$ cat src/rtl/hdc_mem_pkg.sv
// Shared types for the HDC hypervector memory path.
// Word/address widths match the sky130_sram_64x32 macro.
package hdc_mem_pkg;

  localparam int HV_WORD_W = 64;
  localparam int HV_ADDR_W = 5;

  typedef logic [HV_WORD_W-1:0] hv_word_t;
  typedef logic [HV_ADDR_W-1:0] hv_addr_t;

  typedef enum logic {
    IDLE,
    CLEAR
  } sram_ctrl_state_e;

endpackage

$ cat src/rtl/hv_rr_arb2.sv
// Two-requester round-robin arbiter (write vs read).
// Registered last-grant; after reset a conflict goes to the write.
module hv_rr_arb2 (
  input  logic clk,
  input  logic rst_n,
  input  logic i_req_wr,
  input  logic i_req_rd,
  output logic o_gnt_wr,
  output logic o_gnt_rd
);

  logic r_last_rd;
  logic w_gnt_wr;
  logic w_gnt_rd;

  assign w_gnt_wr = i_req_wr && (!i_req_rd || r_last_rd);
  assign w_gnt_rd = i_req_rd && (!i_req_wr || !r_last_rd);

  always_ff @(posedge clk or negedge rst_n) begin
    if (!rst_n) begin
      r_last_rd <= 1'b1;
    end else if (w_gnt_wr) begin
      r_last_rd <= 1'b0;
    end else if (w_gnt_rd) begin
      r_last_rd <= 1'b1;
    end
  end

  assign o_gnt_wr = w_gnt_wr;
  assign o_gnt_rd = w_gnt_rd;

endmodule

$ cat src/rtl/hv_sram_ctrl.sv
// Single-port access controller for one sky130_sram_64x32 macro.
// Optional perf counters: define HV_SRAM_CTRL_PERF_EN.
module hv_sram_ctrl
  import hdc_mem_pkg::*;
#(
  parameter int DATA_WIDTH = HV_WORD_W,
  parameter int ADDR_WIDTH = HV_ADDR_W,
  parameter int RAM_DEPTH  = 1 << ADDR_WIDTH
) (
  input  logic                  clk,
  input  logic                  rst_n,
  input  logic                  wr_valid,
  output logic                  wr_ready,
  input  logic [ADDR_WIDTH-1:0] wr_addr,
  input  logic [DATA_WIDTH-1:0] wr_data,
  input  logic                  rd_req_valid,
  output logic                  rd_req_ready,
  input  logic [ADDR_WIDTH-1:0] rd_addr,
  output logic                  rd_valid,
  input  logic                  rd_ready,
  output logic [DATA_WIDTH-1:0] rd_data,
  input  logic                  clr_start,
  output logic                  busy,
  output logic                  clr_done,
`ifdef HV_SRAM_CTRL_PERF_EN
  output logic [31:0]           perf_wr_cnt,
  output logic [31:0]           perf_rd_cnt,
`endif
  output logic                  sram_csb,
  output logic                  sram_web,
  output logic [ADDR_WIDTH-1:0] sram_addr,
  output logic [DATA_WIDTH-1:0] sram_din,
  input  logic [DATA_WIDTH-1:0] sram_dout
);

  localparam logic [ADDR_WIDTH-1:0] LP_LAST =
    ADDR_WIDTH'(RAM_DEPTH - 1);

  sram_ctrl_state_e r_state;
  sram_ctrl_state_e w_state_nxt;

  logic [ADDR_WIDTH-1:0] r_cnt;
  logic [ADDR_WIDTH-1:0] r_addr;
  logic [DATA_WIDTH-1:0] r_din;
  logic                  r_rd_valid;
  logic [DATA_WIDTH-1:0] r_rd_data;

  logic                  w_idle;
  logic                  w_busy;
  logic                  w_last;
  logic                  w_open;
  logic                  w_slot_free;
  logic                  w_wr_elig;
  logic                  w_rd_elig;
  logic                  w_gnt_wr;
  logic                  w_gnt_rd;
  logic                  w_csb;
  logic                  w_web;
  logic [ADDR_WIDTH-1:0] w_addr;
  logic [DATA_WIDTH-1:0] w_din;

  assign w_idle = (r_state == IDLE);
  assign w_busy = (r_state == CLEAR);
  assign w_last = w_busy && (r_cnt == LP_LAST);

  // Gate on rst_n so the macro stays deselected while reset is held.
  assign w_open      = rst_n && w_idle && !clr_start;
  assign w_slot_free = !r_rd_valid || rd_ready;
  assign w_wr_elig   = w_open && wr_valid;
  assign w_rd_elig   = w_open && rd_req_valid && w_slot_free;

  hv_rr_arb2 u_arb (
    .clk      (clk),
    .rst_n    (rst_n),
    .i_req_wr (w_wr_elig),
    .i_req_rd (w_rd_elig),
    .o_gnt_wr (w_gnt_wr),
    .o_gnt_rd (w_gnt_rd)
  );

  always_ff @(posedge clk or negedge rst_n) begin
    if (!rst_n) begin
      r_state <= IDLE;
    end else begin
      r_state <= w_state_nxt;
    end
  end

  always_comb begin
    w_state_nxt = r_state;
    unique case (r_state)
      IDLE: begin
        if (clr_start) begin
          w_state_nxt = CLEAR;
        end
      end
      CLEAR: begin
        if (w_last) begin
          w_state_nxt = IDLE;
        end
      end
      default: w_state_nxt = IDLE;
    endcase
  end

  always_comb begin
    w_csb  = 1'b1;
    w_web  = 1'b1;
    w_addr = r_addr;
    w_din  = r_din;
    unique case (1'b1)
      w_busy: begin
        w_csb  = 1'b0;
        w_web  = 1'b0;
        w_addr = r_cnt;
        w_din  = '0;
      end
      w_gnt_wr: begin
        w_csb  = 1'b0;
        w_web  = 1'b0;
        w_addr = wr_addr;
        w_din  = wr_data;
      end
      w_gnt_rd: begin
        w_csb  = 1'b0;
        w_addr = rd_addr;
      end
      default: ;
    endcase
  end

  always_ff @(posedge clk or negedge rst_n) begin
    if (!rst_n) begin
      r_addr <= '0;
      r_din  <= '0;
    end else begin
      r_addr <= w_addr;
      r_din  <= w_din;
    end
  end

  always_ff @(posedge clk or negedge rst_n) begin
    if (!rst_n) begin
      r_cnt <= '0;
    end else if (w_idle) begin
      r_cnt <= '0;
    end else begin
      r_cnt <= r_cnt + 1'b1;
    end
  end

  always_ff @(posedge clk or negedge rst_n) begin
    if (!rst_n) begin
      r_rd_valid <= 1'b0;
      r_rd_data  <= '0;
    end else if (w_gnt_rd) begin
      r_rd_valid <= 1'b1;
      r_rd_data  <= sram_dout;
    end else if (rd_ready) begin
      r_rd_valid <= 1'b0;
    end
  end

`ifdef HV_SRAM_CTRL_PERF_EN
  logic [31:0] r_perf_wr;
  logic [31:0] r_perf_rd;

  always_ff @(posedge clk or negedge rst_n) begin
    if (!rst_n) begin
      r_perf_wr <= '0;
      r_perf_rd <= '0;
    end else begin
      if (w_gnt_wr && (r_perf_wr != '1)) begin
        r_perf_wr <= r_perf_wr + 32'd1;
      end
      if (w_gnt_rd && (r_perf_rd != '1)) begin
        r_perf_rd <= r_perf_rd + 32'd1;
      end
    end
  end

  assign perf_wr_cnt = r_perf_wr;
  assign perf_rd_cnt = r_perf_rd;
`endif

  assign wr_ready     = w_gnt_wr;
  assign rd_req_ready = w_gnt_rd;
  assign rd_valid     = r_rd_valid;
  assign rd_data      = r_rd_data;
  assign busy         = w_busy;
  assign clr_done     = w_last;
  assign sram_csb     = w_csb;
  assign sram_web     = w_web;
  assign sram_addr    = w_addr;
  assign sram_din     = w_din;

endmodule

$ cat config.mk
export PLATFORM = sky130hd
export DESIGN_NAME = hv_sram_ctrl
export DESIGN_NICKNAME = d
export VERILOG_FILES = /design/src/rtl/hdc_mem_pkg.sv /design/src/rtl/hv_rr_arb2.sv /design/src/rtl/hv_sram_ctrl.sv
export SDC_FILE = /design/constraint.sdc
export NUM_CORES = 1
export LEC_CHECK = 0
export BUFFER_PORTS_ARGS = -buffer_cell sky130_fd_sc_hd__buf_2
export CAP_MARGIN = 0
export CORE_ASPECT_RATIO = 0.6
export CORE_MARGIN = 10
export CORE_UTILIZATION = 40
export DETAILED_ROUTE_END_ITERATION = 6
export PLACE_DENSITY = 0.81
export SLEW_MARGIN = 20
export SYNTH_ARGS = -nofsm -noshare
export SYNTH_HDL_FRONTEND = slang
export SYNTH_SLANG_ARGS = --single-unit
$ cat constraint.sdc
create_clock -name clk -period 2.1 [get_ports clk]
set_input_delay 0.42 -clock clk [delete_from_list [all_inputs] [get_ports clk]]
set_output_delay 0.42 -clock clk [all_outputs]
set_load 0.02 [all_outputs]
==> qor.yml, run 1 <==
critical_path:
  critical_path_required_ns: 1.68
  timing.reg2reg.worst_path_depth: 7
  r2r_start: "u_arb.r_last_rd"
  path_max_fanout: 6
  reg2reg_setup_slack_ns: 0.22
  timing.critical_path.arrival_ns: 1.99
  timing.critical_path.from_type: "register"
  timing.setup.critical_path_class: "reg2out"
  endpoint_kind: "primary output"
  regToRegEndpoint: "rd_data[11]"
cts:
  cts-buffers-inserted: 17
  worst_setup_hold_path_clk_slew_ns: 0.07
  clock_insertion_delay_worst_skew_ns: 0.40
  cts_hold_buf: 0
  clkSinkCount: 141
  cts_max_level: 4
  clk_path_buf_depth: 2
  cts_tree: "done"
  cts.root.buffer_cell: "clkbuf_16"
layout:
  final_layout_size_suffix_gt1_share_pct: 60.02
  synthToLayoutAreaGrowth_pct: 56.91
  num-fill-cells: 1073
  final_cell_area_um2: 9463
  antenna_cells: 0
  design.final.nets: 976
  area_of_the_multi_input_gates_um2: 2567
  register_area_um2: 3531
sta:
  setup_repair_after_global_routing_missed_its_margin: "yes"
  timing.slew.headroom_pct: 37.26
  fin_setup_tns_ns: -17.11
  finalSetupViolations: 72
  finalClockSkew_ns: 0.01016
  tightestPinTransition_ns: 0.9411
  worst_slack_ns: -0.3068
  final.period_utilization_pct: 114.6
  max_clock_freq_mhz: 415.5
  final.min_clock_period_ns: 2.407
  final_hold_viol_count: 0
  slew_viol_final: 0
floorplanning:
  die_h_um: 115.1
  io-pin-count: 284
  die-area_um2: 20550
  die_w_um: 178.5
  placeable_core_region_um2: 14630
  floorplan.initialDensity_pct: 41.21
  placementRows: 34
route:
  route.vias.total: 5290
  number_of_routed_nets_with_antenna_violations: 0
  drcViolationCount: 0
  drt_first_pass_iters: 7
  number_of_drc_violations_after_detailed_routing_iteration_0: 432
  avgRoutedWirePerCell_um: 20.89
  postRouteWirelength_um: 21750
  viasPerCell: 5.082
min_path:
  min_to: "rd_data[9]"
  hold_path_startpoint: "sram_dout[9]"
  min_path_cells: 2
  timing.hold.worst.class: "in2reg"
synth:
  number_of_synthesis_warnings: 0
  synth.ff_latch_count: 141
  synth_cell_types: 32
  postSynthAreaPerCell_um2: 12.33
  syn_nets: 635
  synth_seq_area_share_pct: 58.53
  synth_cells: 489
  netlist_area_um2: 6031
grt:
  grt_first_pass_wirelength_um: 30170
  gr-total-overflow: 0
  grt_pass1_vias: 5520
  antenna_violations_before_repair: 0
  grt_start_max_net_pins: 73
  groute.usage.overall_pct: 18.50
outcome:
  status: "finished with violations"
  failing_checks: "negative setup slack"
placed_design:
  detailedPlacementHpwl_um: 14060
  port-buffer-count: 283
  placement_cell_area_um2: 7891
  globalplace.congestion: 0.8598
pwr:
  power.density_cell_area_nw_per_um2: 1105
  power_leakage_nw: 4.975
  vdd_ir_drop_max_uv: 781.6
job:
  max-cap-violations: 0
-- routing by layer --
metal | track usage [%] | vias up | share of wire, %
li1 | - | 2373 | -
met1 | 21.25 | 2606 | 38
met2 | 31.22 | 275 | 50
met3 | 7.597 | 36 | 9.7
met4 | 5.595 | 0 | 2.0
met5 | 0 | - | 0
-- area by class of cell --
cell class | count | area share, %
repair buffers | 360 | 26.39
clock buffers | 20 | 4.615
flip-flops and latches | 141 | 37.31
well taps | 198 | 2.618
inverters | 4 | 0.1851
multi-input cells | 306 | 27.13
clock inverters | 12 | 1.745
-- logic make-up after synthesis --
family                     share of synthesized area, %
adders and majority gates                        0.4149
DFF                                               58.53
buffers and inverters                             3.942
xor gates and xnor gates                         0.2905
muxes                                             14.54
and+or+nand+nor                                   14.96
AOI/OAI and AO/OA                                 7.324
-- power breakdown --
part | internal, W | total [W] | switching (W)
combinational | 0.00171 | 0.00362 | 0.00190
clock | 0.00189 | 0.00307 | 0.00119
sequential | 0.00339 | 0.00377 | 0.000374
total | 0.00699 | 0.0105 | 0.00347
-- cells in the final DEF, fill, tap and decap left out, types with 2 or more instances in the layout --
master	Yosys	routed
nand2b_1	70	70
a2bb2oi_2	0	2
inv_1	4	2
a221o_1	3	3
buf_2	11	220
nand3_1	65	63
buf_4	0	84
mux2_2	25	25
o21ai_1	0	31
o21ai_4	0	15
dfrtp_1	140	139
and2_4	0	2
bufinv_16	0	3
o21ai_2	0	15
clkbuf_1	14	3
ha_2	0	2
o21ai_0	69	8
buf_6	8	42
a31oi_1	2	2
clkbuf_16	0	19
buf_12	0	5
clkinv_4	0	4
nor2_4	0	3
clkinvlp_4	0	3
a22oi_2	0	2
and2_1	6	4
nand2_1	6	6
buf_16	0	3
inv_6	0	2
nand3_2	0	2
mux2_4	39	39
buf_8	0	4
-- cell usage after synthesis --
cell type  count  share of area [%]
dfrtp_1      140                 58
nand2b_1      70                7.3
o21ai_0       69                5.7
nand3_1       65                5.4
mux2_4        39                9.7
mux2_2        25                4.7
clkbuf_1      14               0.87
buf_2         11               0.91
buf_6          8                1.5
and2_1         6               0.62
nand2_1        6               0.37
clkbuf_2       5               0.41
inv_1          4               0.25
a221o_1        3               0.50
nor2_1         3               0.19
a22oi_1        2               0.25
a2bb2oi_1      2               0.29
a31oi_1        2               0.21
ha_1           2               0.41
a31oi_4        1               0.35
and3_1         1               0.10
and3_4         1               0.19
dfstp_2        1               0.44
mux2i_1        1               0.17
nand2_2        1               0.10
nand2b_4       1               0.23
nor2_2         1               0.10
nor2b_1        1               0.10
nor3_2         1               0.17
nor3b_1        1               0.12
xnor2_1        1               0.15
xor2_1         1               0.15
-- sequential cells by signal, indices dropped and copies added, names as in the netlist --
name and count:
r_din 64, r_cnt 5, u_arb.r_last_rd 1, busy 1, rd_data 64, rd_valid 1
r_addr 5
-- metrics by stage --
step	setup WS, ns	utilization (%)	hold WS [ns]	power [W]	std cells
2_1_floorplan	-0.08627	-	0.1244	0.005709	489
3_3_place_gp	-0.06089	53.92	0.4817	0.006882	977
3_5_place_dp	-0.1272	53.92	0.4887	0.006979	977
4_1_cts	-0.2905	61.30	0.2249	0.01039	1026
5_1_grt	-0.3709	64.66	0.2210	0.01096	1041
6_report	-0.3068	64.66	0.2472	0.01046	1041
-- repair_timing --
action,in CTS,in global routing
setup buffers,14,13
pin swaps,14,15
resized for setup,127,112
setup endpoints to repair,73,73
gates cloned,3,2
-- critical path, stage by stage, from the launching register on --
cell     delay (ns)
dfrtp_1        0.43
buf_6          0.14
nor3b_4        0.14
nor3_2         0.11
buf_4          0.20
o21ai_1        0.11
a221o_1        0.31
buf_6          0.15
-- worst max-delay path by stage --
| stage | endpoint | from | cells past startpoint | slack (ns) |
|---|---|---|---|---|
| floorplan | sram_din[11] | rd_valid | 7 | -0.09 |
| global placement | sram_din[60] | rd_ready | 8 | -0.06 |
| detailed placement | sram_addr[3] | clr_start | 7 | -0.13 |
| CTS | sram_din[13] | u_arb.r_last_rd | 7 | -0.29 |
| global route | sram_addr[4] | rd_valid | 7 | -0.37 |
| finish | sram_addr[4] | rd_valid | 7 | -0.31 |
No activity file was read; power rests on OpenSTA's default activity.
==> run 2, diff against run 1 <==
--- a/config.mk
+++ b/config.mk
@@ -11,8 +11,10 @@
 export CORE_MARGIN = 10
 export CORE_UTILIZATION = 40
 export DETAILED_ROUTE_END_ITERATION = 6
-export PLACE_DENSITY = 0.81
+export PLACE_DENSITY = 0.84
 export SLEW_MARGIN = 20
 export SYNTH_ARGS = -nofsm -noshare
 export SYNTH_HDL_FRONTEND = slang
+export SYNTH_HIERARCHICAL = 1
 export SYNTH_SLANG_ARGS = --single-unit
+export TNS_END_PERCENT = 50
==> run 2 against run 1 <==
The flow still finishes with violations (negative setup slack). Register-to-register slack lost 0.64 ns. Maximum frequency fell by 12%. Global-route usage rose by 0.22 points. Wire length fell by 9.6%. Combinational power decreased by 2%. Utilization up 6.6 points. Via count down 15%. Sequential power rose by 2%. Critical path type unchanged. Largest power group unchanged. Highest routed layer is now met5.
==> qor.yml, run 2 <==
outcome:
  status: "finished with violations"  # unchanged
  failing_checks: "negative setup slack"  # unchanged
synth:
  postSynthAreaPerCell_um2: 15.51  # was 12.33 µm²
  synth_area_leaders: "dfrtp_1, mux2_2, a22o_1"  # was dfrtp_1, mux2_4, nand2b_1
  synth_cells: 340  # was 489
  synth_flop_cell: "dfrtp_1"  # unchanged
  postSynth.asyncResetShare_pct: 100.0  # unchanged
  synth_xor_area_share_pct: 0.3321  # was 0.2905%
  synth.ff_latch_count: 141  # unchanged
  syn_nets: 486  # was 635
  synth_seq_area_share_pct: 66.93  # was 58.53%
  netlist_area_um2: 5274  # was 6031 µm²
  synth_most_common_cell: "dfrtp_1"  # unchanged
  compound_gate_portion_of_the_synthesized_area_pct: 12.74  # was 7.324%
  yosysTopAreaCellShare_pct: 66.43  # was 58.09%
  number_of_synthesis_warnings: 6  # was 0
  synth-adder-area-share_pct: 0.4745  # was 0.4149%
  post_synth_and_or_nand_nor_area_fraction_pct: 2.681  # was 14.96%
  synth_top_family_by_area: "multiplexers"  # was simple AND/OR/NAND/NOR gates
  synth.top_cells.by_count: "dfrtp_1, a22o_1, mux2_2"  # was dfrtp_1, nand2b_1, o21ai_0
  synth_cell_types: 32  # unchanged
  number_of_enable_flip_flop_cells_after_synthesis: 0  # unchanged
  synth.mux.area_fraction_pct: 13.86  # was 14.54%
  yosysTopAreaCell: "dfrtp_1"  # unchanged
floorplanning:
  io-pin-count: 284  # unchanged
  die_w_um: 168.2  # was 178.5 µm
  floorplan.initialDensity_pct: 41.03  # was 41.21%
  die-area_um2: 18330  # was 20,550 µm²
  placementRows: 32  # was 34
  placeable_core_region_um2: 12850  # was 14,630 µm²
  die_h_um: 108.9  # was 115.1 µm
critical_path:
  critical_path_required_ns: 1.68  # about the same
  timing.setup.critical_path_class: "reg2out"  # unchanged
  crit_path_max_incr_delay_ns: 0.39  # was 0.43 ns
  reg2reg_setup_slack_ns: -0.42  # was 0.22 ns
  regToRegEndpoint: "rd_valid"  # was rd_data[11]
  timing.critical_path.arrival_ns: 2.31  # was 1.99 ns
  r2r_start: "rd_valid"  # was u_arb.r_last_rd
  timing.reg2reg.worst_path_depth: 21  # was 7
  timing.critical_path.from_type: "register"  # unchanged
  path_max_fanout: 6  # unchanged
  crit_path_cell_chain: "nand2b_1, nand2_2, nor4b_4, a21boi_4, nor2_8, buf_12, buf_16, a22o_1, buf_6"  # was buf_6, nor3b_4, nor3_2, buf_4, o21ai_1, a221o_1, buf_6
  crit_path_top_delay_cell: "dfrtp_1"  # unchanged
  cp.buffers_inverters: 3  # unchanged
  endpoint_kind: "primary output"  # unchanged
  cpLargestDelayFamily: "simple AND/OR/NAND/NOR gates"  # was buffers and inverters
pwr:
  power_leakage_nw: 4.963  # was 4.975 nW
  vdd_ir_drop_max_uv: 755.0  # was 781.6 µV
  power.density_cell_area_nw_per_um2: 1134  # was 1105 nW/µm²
layout:
  final_cell_area_um2: 9159  # was 9463 µm²
  design.final.nets: 850  # was 976
  synthToLayoutAreaGrowth_pct: 73.67  # was 56.91%
  commonest_non_fill_non_tap_cell_in_the_layout: "buf_2"  # unchanged
  final_cell_mix: "buf_2, dfrtp_1, buf_6"  # was buf_2, dfrtp_1, buf_4
  final_layout_size_suffix_gt1_share_pct: 75.87  # was 60.02%
  layoutNonFillerInstCount: 887  # was 1,041
  antenna_cells: 0  # unchanged
  num-fill-cells: 824  # was 1,073
route:
  viasPerCell: 5.046  # was 5.082
  postRouteWirelength_um: 19650  # was 21,750 µm
  drt_first_pass_iters: 4  # was 7
  number_of_routed_nets_with_antenna_violations: 0  # unchanged
  number_of_drc_violations_after_detailed_routing_iteration_0: 214  # was 432
  route.vias.total: 4476  # was 5,290
  drcViolationCount: 0  # unchanged
  avgRoutedWirePerCell_um: 22.16  # was 20.89 µm
placed_design:
  detailedPlacementHpwl_um: 13000  # was 14,060 µm
  globalplace.congestion: 0.8838  # was 0.8598
  detailedPlace.worstSlack_ns: -0.4142  # was -0.1272 ns
  placed_cells_incl_taps: 811  # was 977
  placement_cell_area_um2: 7330  # was 7891 µm²
  port-buffer-count: 283  # unchanged
sta:
  finalSetupViolations: 139  # was 72
  final.min_clock_period_ns: 2.726  # was 2.407 ns
  final_hold_viol_count: 0  # unchanged
  setup_repair_after_global_routing_missed_its_margin: "yes"  # unchanged
  max_clock_freq_mhz: 366.9  # was 415.5 MHz
  tightestPinTransition_ns: 0.8472  # was 0.9411 ns
  worst_slack_ns: -0.6256  # was -0.3068 ns
  slew_viol_final: 0  # unchanged
  finalClockSkew_ns: 0.007588  # was 0.01016 ns
  timing.slew.headroom_pct: 43.52  # was 37.26%
  final.period_utilization_pct: 129.8  # was 114.6%
cts:
  worst_setup_hold_path_clk_slew_ns: 0.06  # was 0.07 ns
  cts_tree: "done"  # unchanged
  clk_path_buf_depth: 2  # unchanged
  clock_insertion_delay_worst_skew_ns: 0.40  # about the same
  cts_max_level: 4  # unchanged
  cts.root.buffer_cell: "clkbuf_16"  # unchanged
  cts-buffers-inserted: 17  # unchanged
  clkSinkCount: 141  # unchanged
grt:
  grt_start_max_net_pins: 69  # was 73
  antenna_violations_before_repair: 1  # was 0
  gr-total-overflow: 0  # unchanged
  groute.usage.overall_pct: 18.72  # was 18.50%
  grt_pass1_vias: 4987  # was 5,520
  grt_first_pass_wirelength_um: 27390  # was 30,170 µm
min_path:
  timing.hold.worst.class: "in2async"  # was in2reg
job:
  max-cap-violations: 0  # unchanged
## run 2: changes by cell type after synthesis, sizes merged, moves of 13 or more
cell,delta
a22o,+66
nand2b,-69
nand3,-64
o21ai,-67
clkbuf,-13
## run 2: layout make-up
cell class                      instances  area (µm²)  area share [%]
Inverter                                3       11.26          0.1230
Clock buffer                           20       456.7           4.986
Clock inverter                         12       136.4           1.489
Multi-Input combinational cell        171        2054           22.43
Timing Repair Buffer                  370        2756           30.10
Tap cell                              170       212.7           2.322
Sequential cell                       141        3531           38.55
## run 2: metal layers
metal / global-route usage (%) / vias up / routed length, µm
met5: 0 / - / 14
met4: 6.621 / 2 / 339
met3: 6.324 / 31 / 1396
met2: 34.67 / 197 / 10550
met1: 19.71 / 2253 / 7357
li1: - / 1993 / -
## run 2: how the worst max path moves through the flow
| stage | startpoint | end | slack (ns) | cells after the start |
|---|---|---|---|---|
| floorplan | busy | sram_din[0] | -0.32 | 6 |
| global placement | rd_ready | sram_din[37] | -0.33 | 9 |
| detailed placement | clr_start | sram_addr[4] | -0.41 | 8 |
| CTS | rd_valid | sram_addr[0] | -0.63 | 9 |
| global route | rd_valid | sram_addr[2] | -0.74 | 9 |
| finish | rd_valid | sram_din[54] | -0.63 | 9 |
## run 2: metrics by stage
step	power (W)	TNS [ns]	hold WS [ns]	utilization [%]
floorplan	0.005714	-21.04	0.1244	-
global placement	0.006849	-30.61	0.3564	57.03
detailed placement	0.007007	-36.18	0.3634	57.03
CTS	0.01026	-54.00	0.02649	67.81
global route	0.01086	-67.56	0.03854	71.26
finish	0.01039	-52.36	0.04416	71.26
## run 2: cell families (layout without fill, tap and decap cells)
group | count (synthesis) | count (layout)
buffers and inverters | 28 | 405
muxes | 65 | 65
xor gates and xnor gates | 2 | 2
and+or+nand+nor | 23 | 23
DFF | 141 | 141
AOI/OAI and AO/OA | 79 | 79
adders and majority gates | 2 | 2
## run 2: power breakdown
part / internal [W] / total [W] / switching, W
combinational: 0.00157 / 0.00356 / 0.00199
clock: 0.00182 / 0.00298 / 0.00116
sequential: 0.00345 / 0.00384 / 0.000391
## run 2: what timing repair did
item | CTS | global route
pin swaps | 14 | 14
resized for setup | 141 | 63
buffers inserted | 29 | 9
hold buffers | 1 | 0
cloned | 1 | 6
endpoints found under the hold margin | 10 | 0
setup endpoints to repair | 127 | 142
==> run 3, diff against run 2 <==
--- a/config.mk
+++ b/config.mk
@@ -7,11 +7,14 @@
 export LEC_CHECK = 0
 export BUFFER_PORTS_ARGS = -buffer_cell sky130_fd_sc_hd__buf_2
 export CAP_MARGIN = 0
+export CELL_PAD_IN_SITES_DETAIL_PLACEMENT = 1
+export CELL_PAD_IN_SITES_GLOBAL_PLACEMENT = 1
 export CORE_ASPECT_RATIO = 0.6
 export CORE_MARGIN = 10
-export CORE_UTILIZATION = 40
+export CORE_UTILIZATION = 34
 export DETAILED_ROUTE_END_ITERATION = 6
-export PLACE_DENSITY = 0.84
+export PLACE_DENSITY = 0.9
+export SKIP_LAST_GASP = 1
 export SLEW_MARGIN = 20
 export SYNTH_ARGS = -nofsm -noshare
 export SYNTH_HDL_FRONTEND = slang
==> run 3 against run 2 <==
Sequential power about the same. Clock-buffer cell count fell by 1. Sequential share of layout area decreased by 0.79 points. Highest routed layer is now met4. The run still ends with negative setup slack left. Cell area rose by 2.1%. Worst hold slack better by 0.040 ns. Critical path type unchanged. Utilization fell by 10 points. Critical path depth decreased by 2. Final cell count is 3.9% higher. Wire length grew 18%. Clock power barely moved. Non-clock buffer count grew 1. Clock skew rose by 0.0043 ns.
==> qor.yml, run 3 (synthesis gave the netlist of run 2 again) <==
outcome:
  status: "finished with violations"  # unchanged
  failing_checks: "negative setup slack"  # unchanged
floorplanning:
  placeable_core_region_um2: 15280  # was 12,850 µm²
  io-pin-count: 284  # unchanged
  die_h_um: 116.5  # was 108.9 µm
  die-area_um2: 21060  # was 18,330 µm²
  floorplan.initialDensity_pct: 34.51  # was 41.03%
  die_w_um: 180.8  # was 168.2 µm
  placementRows: 35  # was 32
cts:
  clkSinkCount: 141  # unchanged
  clk_path_buf_depth: 2  # unchanged
  cts.root.buffer_cell: "clkbuf_16"  # unchanged
  cts_max_level: 4  # unchanged
  cts-buffers-inserted: 17  # unchanged
  cts_hold_buf: 0  # was 1
  clock_insertion_delay_worst_skew_ns: 0.41  # was 0.40 ns
  worst_setup_hold_path_clk_slew_ns: 0.06  # about the same
  cts_tree: "done"  # unchanged
sta:
  setup_repair_after_global_routing_missed_its_margin: "yes"  # unchanged
  finalSetupViolations: 150  # was 139
  max_clock_freq_mhz: 347.8  # was 366.9 MHz
  finalClockSkew_ns: 0.01186  # was 0.007588 ns
  fin_setup_tns_ns: -65.65  # was -52.36 ns
  tightestPinTransition_ns: 0.9086  # was 0.8472 ns
  final_hold_viol_count: 0  # unchanged
  slew_viol_final: 0  # unchanged
  worst_slack_ns: -0.7753  # was -0.6256 ns
  final.period_utilization_pct: 136.9  # was 129.8%
  timing.slew.headroom_pct: 39.43  # was 43.52%
  final.min_clock_period_ns: 2.875  # was 2.726 ns
critical_path:
  endpoint_kind: "primary output"  # unchanged
  crit_path_cell_chain: "nor4bb_4, a21boi_4, buf_6, a22o_1, nor2_1, o31ai_4, buf_6"  # was nand2b_1, nand2_2, nor4b_4, a21boi_4, nor2_8, buf_12, buf_16, a22o_1, buf_6
  path_max_fanout: 4  # was 6
  cp.buffers_inverters: 2  # was 3
  crit_path_max_incr_delay_ns: 0.44  # was 0.39 ns
  timing.setup.critical_path_class: "reg2out"  # unchanged
  timing.critical_path.from_type: "register"  # unchanged
  critical_path_required_ns: 1.68  # about the same
  timing.critical_path.arrival_ns: 2.46  # was 2.31 ns
  crit_path_top_delay_cell: "dfrtp_2"  # was dfrtp_1
  cpLargestDelayFamily: "compound AO/OA/AOI/OAI gates"  # was simple AND/OR/NAND/NOR gates
  critPathMostFrequentCell: "buf_6"
route:
  avgRoutedWirePerCell_um: 25.10  # was 22.16 µm
  detail_route.wirelength.met1_um: 9050  # was 7357 µm
  drcViolationCount: 0  # unchanged
  met2RoutedLength_um: 12210  # was 10,550 µm
  viasPerCell: 4.970  # was 5.046
  postRouteWirelength_um: 23150  # was 19,650 µm
  route.vias.total: 4582  # was 4,476
  drt_first_pass_iters: 4  # unchanged
  routed.top_layer: "met4"  # was met5
  number_of_routed_nets_with_antenna_violations: 0  # unchanged
  number_of_drc_violations_after_detailed_routing_iteration_0: 248  # was 214
  met3RoutedLength_um: 1454  # was 1396 µm
pwr:
  total_switching_power_w: 0.003730  # was 0.003537 W
  vdd_ir_drop_max_uv: 759.3  # was 755.0 µV
  switching_power_share_of_the_total_pct: 35.10  # was 34.05%
  report.power.total_w: 0.01063  # was 0.01039 W
  power_leakage_nw: 5.060  # was 4.963 nW
  power.density_cell_area_nw_per_um2: 1136  # was 1134 nW/µm²
  pwr-share-seq_pct: 36.5  # was 37.0%
  internal-power_w: 0.006896  # was 0.006849 W
  clockPowerShare_pct: 28.3  # was 28.7%
  p_comb_share_pct: 35.2  # was 34.3%
layout:
  commonest_non_fill_non_tap_cell_in_the_layout: "buf_2"  # unchanged
  final_cell_mix: "buf_2, dfrtp_1, buf_4"  # was buf_2, dfrtp_1, buf_6
  final_layout_size_suffix_gt1_share_pct: 76.43  # was 75.87%
  final_cell_area_um2: 9350  # was 9159 µm²
  post-route-util_pct: 61.18  # was 71.26%
  design.final.nets: 851  # was 850
  synthToLayoutAreaGrowth_pct: 77.30  # was 73.67%
placed_design:
  globalplace.congestion: 0.8591  # was 0.8838
  detailedPlacementHpwl_um: 14540  # was 13,000 µm
  port-buffer-count: 283  # unchanged
  placement_cell_area_um2: 7371  # was 7330 µm²
grt:
  grt_pass1_vias: 5234  # was 4,987
  gr-total-overflow: 0  # unchanged
  groute.usage.overall_pct: 19.28  # was 18.72%
  grt_first_pass_wirelength_um: 31440  # was 27,390 µm
  antenna_violations_before_repair: 1  # unchanged
  grt_start_max_net_pins: 72  # was 69
min_path:
  timing.hold.worst.class: "in2async"  # unchanged
job:
  max-cap-violations: 0  # unchanged
## run 3: cell types whose count changed in the layout (fill, tap and decap cells not counted), sizes merged
cell         before  now
clkinvlp          3    4
buf             365  366
clkinv            4    3
diode             0    2
dlygate4sd3       1    0
## run 3: what timing repair did
action	CTS	global route
gates resized for setup	115	82
gates cloned	6	6
endpoints found under the hold margin	0	0
pin swaps	19	12
setup buffers	22	14
setup endpoints to repair	145	154
## run 3: metal layers
layer	vias to the layer above	GRT usage, %
li1	2008	-
met2	190	34.29
met3	27	5.848
met1	2357	21.88
met5	-	0
met4	0	6.692
## run 3: final cells by class
| type | count | area, µm² |
|---|---|---|
| Antenna cell | 2 | 5.005 |
| Clock buffer | 19 | 442.9 |
| Clock inverter | 12 | 138.9 |
| Fill cell | 1519 | 5933 |
| Inverter | 3 | 11.26 |
| Multi-Input combinational cell | 171 | 2155 |
| Sequential cell | 141 | 3531 |
| Tap cell | 203 | 254.0 |
| Timing Repair Buffer | 371 | 2813 |
## run 3: final timing paths
check	slack, ns	cells after the start	endpoint	startpoint
max	-0.78	7	sram_addr[1]	busy
min	0.08	2	r_cnt[0]	rst_n
max reg2reg	-0.29	8	rd_data[34]	busy
min reg2reg	0.48	1	r_din[6]	r_din[6]
max in group asynchronous	0.56	3	rd_data[33]	rst_n
min in group clk	0.24	2	rd_data[3]	sram_dout[3]
## run 3: worst register-to-register path: stages, from the launching register on
cell and delay (ns):
dfrtp_2 0.44, buf_12 0.14, nor4b_4 0.34, buf_4 0.18, a21boi_4 0.30, buf_6 0.17
buf_8 0.14, clkbuf_16 0.20, mux2_2 0.36
## run 3: power by group through the flow
stage	registers [W]	clock network (W)	logic, W
finish	0.00387	0.00301	0.00374
global route	0.00396	0.00321	0.00397
CTS	0.00388	0.00305	0.00362
detailed placement	0.00390	0	0.00320
global placement	0.00382	0	0.00305
floorplan	0.00459	0	0.00113
## run 3: metrics by stage
step           instances  worst slack [ns]  hold slack, ns
3_5_place_dp         844           -0.7280          0.4704
4_1_cts              902           -0.7147         0.07288
6_report             922           -0.7753         0.08433
5_1_grt              920           -0.8843         0.08002
2_1_floorplan        340           -0.3192          0.1244
3_3_place_gp         844           -0.6041          0.4675
